File: config.mk
export PLATFORM = sky130hd
export DESIGN_NAME = sat_add
export DESIGN_NICKNAME = d
export VERILOG_FILES = /design/src/rtl/sat_add_arb.sv
export SDC_FILE = /design/constraint.sdc
export NUM_CORES = 1
export LEC_CHECK = 0
export ABC_AREA = 1
export BUFFER_PORTS_ARGS = -buffer_cell sky130_fd_sc_hd__buf_4
export CAP_MARGIN = 5
export CORE_MARGIN = 1.5
export CORE_UTILIZATION = 50
export DETAILED_ROUTE_END_ITERATION = 6
export GPL_ROUTABILITY_DRIVEN = 0
export PLACE_DENSITY_LB_ADDON = 0.12
export SYNTH_ARGS = -nofsm -noshare
export SYNTH_HDL_FRONTEND = slang
export SYNTH_SLANG_ARGS = --single-unit
File: constraint.sdc
create_clock -name vclk -period 3.8
set_input_delay 0.76 -clock vclk [all_inputs]
set_output_delay 0.76 -clock vclk [all_outputs]
set_load 0.01 [all_outputs]
File: src/rtl/sat_add_arb.sv
// ============================================================================
// Module   : sat_add_arb
// Purpose  : Two-requester round-robin sequencer in front of one shared
//            16-bit saturating adder (sat_add). Captures the winner's
//            operands, computes in a single cycle and presents a registered,
//            id-tagged result held until acknowledged.
// Options  : define SAT_CNT_EN to add the CNT_W parameter and the sticky
//            per-requester saturation-event counters sat_cnt0/sat_cnt1.
// Revision : 1.0 - initial release
// ============================================================================
`default_nettype none

// Shared combinational saturating adder (carry-in fixed at 0).
module sat_add (
  input  wire logic [15:0] a,
  input  wire logic [15:0] b,
  output logic      [15:0] sum,
  output logic             sat_pos,
  output logic             sat_neg
);
  logic [15:0] raw;

  assign raw     = a + b;
  // Overflow is only possible when both operands share a sign and the raw
  // sum's sign differs from it.
  assign sat_pos = ~a[15] & ~b[15] &  raw[15];
  assign sat_neg =  a[15] &  b[15] & ~raw[15];
  assign sum     = sat_pos ? 16'h7FFF : (sat_neg ? 16'h8000 : raw);
endmodule


`default_nettype wire

==> out/qor.yml <==
power_report.internal_total_uw: 149
synthDistinctLibCells: 18
fin_total_pwr_uw: 308
finalHoldViolCount: 0
nClkBuffers: 0
grt_usage: 0.247
fin_crit_sh: 0.979
ant_nets: 0
layout_common_cells: "77 x nand2_1, 60 x buf_4, 47 x inv_1"
postLayoutSetupSlackWorst_ns: 0.0809
seq_cells: 0
ff_latch_area_um2: 0
arrival_ns: 2.96
placed_cells: 295
drv_slew: 0
synth.avg_cell_area_um2: 5.02
worst_ir_drop_vdd_uv: 143
drt_iter0_drc: 33
synth_warnings: 0
layout_commonest_cell: "nand2_1"
postSynthCellCount: 210
globalRouteOverflowTotal: 0
clock_power_share: 0
status: "finished, final reports clean"
final_util: 0.837
die_h_um: 48.9
wl_um: 3200
power_density_nw_per_um2: 186
drc_errors: 0
fmax_ghz: 0.269
relSlewSlack: 0.802
dieArea_um2: 2390
syn_area_um2: 1050
portBuffers: 50
maxCapViolations: 0
tightest_slew_ns: 0.294
min_path_type: "in2out"
grt_pass1_vias: 1367
dpl.hpwl_um: 2560
critPathKind: "in2out"
via_per_inst: 4.95
fillers: 141
die-width_um: 48.9
required_ns: 3.04
setup_violations: 0
combPwrFrac: 1.000
nets: 323
vias: 1470
path_max_fanout: 4
cts_hold_buf: 0
final_layout_size_suffix_gt1_frac: 0.304
core-area_um2: 1980
diodes: 0
pwr-share-seq: 0
worstSetupStartpointType: "input port"
num_io_pins: 50
period_minus_slack_ns: 3.72
core.rowCount: 16
switchingPower_uw: 159
synth_fp_nets: 261
ys_seq_area_frac: 0
grt_pass1_wl_um: 5010
firstDrtPassIters: 4
p_leak_nw: 1.01
instances_no_fill: 297
pre_cts_ws_ns: 0.0585
antenna_found_initial: 0
cp-end-kind: "primary output"
wl_per_cell_um: 10.8
p_sw_frac: 0.516
start_util: 0.532
grt_max_degree: 9
syn_to_final_growth_pct: 57.3
logic make-up (layout without fill, tap and decap cells):
group,after synthesis,in the layout,share of synthesized area
xor+xnor,2,2,0.0166
simple gates,119,119,0.464
buf+inv,49,109,0.176
compound gates,21,21,0.104
fa+ha+maj,19,19,0.240
metrics by stage:
step	hold WS, ns	cell area, um^2	setup TNS, ns
after detailed placement	1.89	1530	0
after CTS	1.89	1530	0
final	1.88	1660	0
after floorplan	1.71	1050	0
after global routing	1.89	1660	-0.0942
after global placement	1.90	1530	0
layout make-up:
cell class | count | area [um^2] | area share
inverter | 48 | 180 | 0.109
timing repair buffer | 61 | 462 | 0.278
multi-input combinational | 161 | 983 | 0.593
tap | 27 | 33.8 | 0.0204
per-layer routing:
layer	vias to the layer above	track usage	wire (um)
met5	-	0	0
met4	0	0.0286	40
met3	4	0.00920	143
met2	47	0.541	1740
met1	651	0.257	1280
li1	768	-	-
synth_stat cells:
library cell  count  area (um^2)
fa_1              2         40.0
and3_1            1         6.26
inv_1            48          180
o21ai_1           1         5.00
a21oi_1          12         60.1
nand3_1          14         70.1
nor2_1           16         60.1
nand3b_1          2         15.0
buf_2             1         5.00
nor2_2            2         12.5
ha_1             17          213
o21ai_0           6         30.0
nand4_1           2         12.5
nand2_2           1         6.26
nor3_1            2         10.0
xor2_1            2         17.5
nand2_1          79          297
o31ai_1           2         15.0
power by group through the flow:
| stage | combinational, mW | sequential (mW) | clock, mW |
|---|---|---|---|
| final | 0.308 | 0 | 0 |
| after global routing | 0.341 | 0 | 0 |
| after CTS | 0.281 | 0 | 0 |
| after detailed placement | 0.279 | 0 | 0 |
| after global placement | 0.274 | 0 | 0 |
| after floorplan | 0.157 | 0 | 0 |
worst max-delay path, cell delays in order:
cell and delay (ns):
buf_4 0.11, ha_1 0.26, nand2_1 0.07, a21oi_2 0.22, nand3_2 0.13, nand3_2 0.11
a21oi_2 0.07, fa_1 0.56, nand2_2 0.11, buf_6 0.14, buf_4 0.13, nand3_1 0.08
nand2_1 0.06, buf_4 0.14
path summary, 6_finish.rpt:
kind / depth (start not counted) / end / startpoint / slack [ns]
max: 14 / sum[13] / a[1] / 0.08
min: 3 / sum[15] / b[15] / 1.88
timing repair:
item	in CTS	in global routing
setup endpoints to repair	0	15
resized for setup	0	19
buffers inserted	0	2
Note: power is estimated with default switching activity, not from simulation.
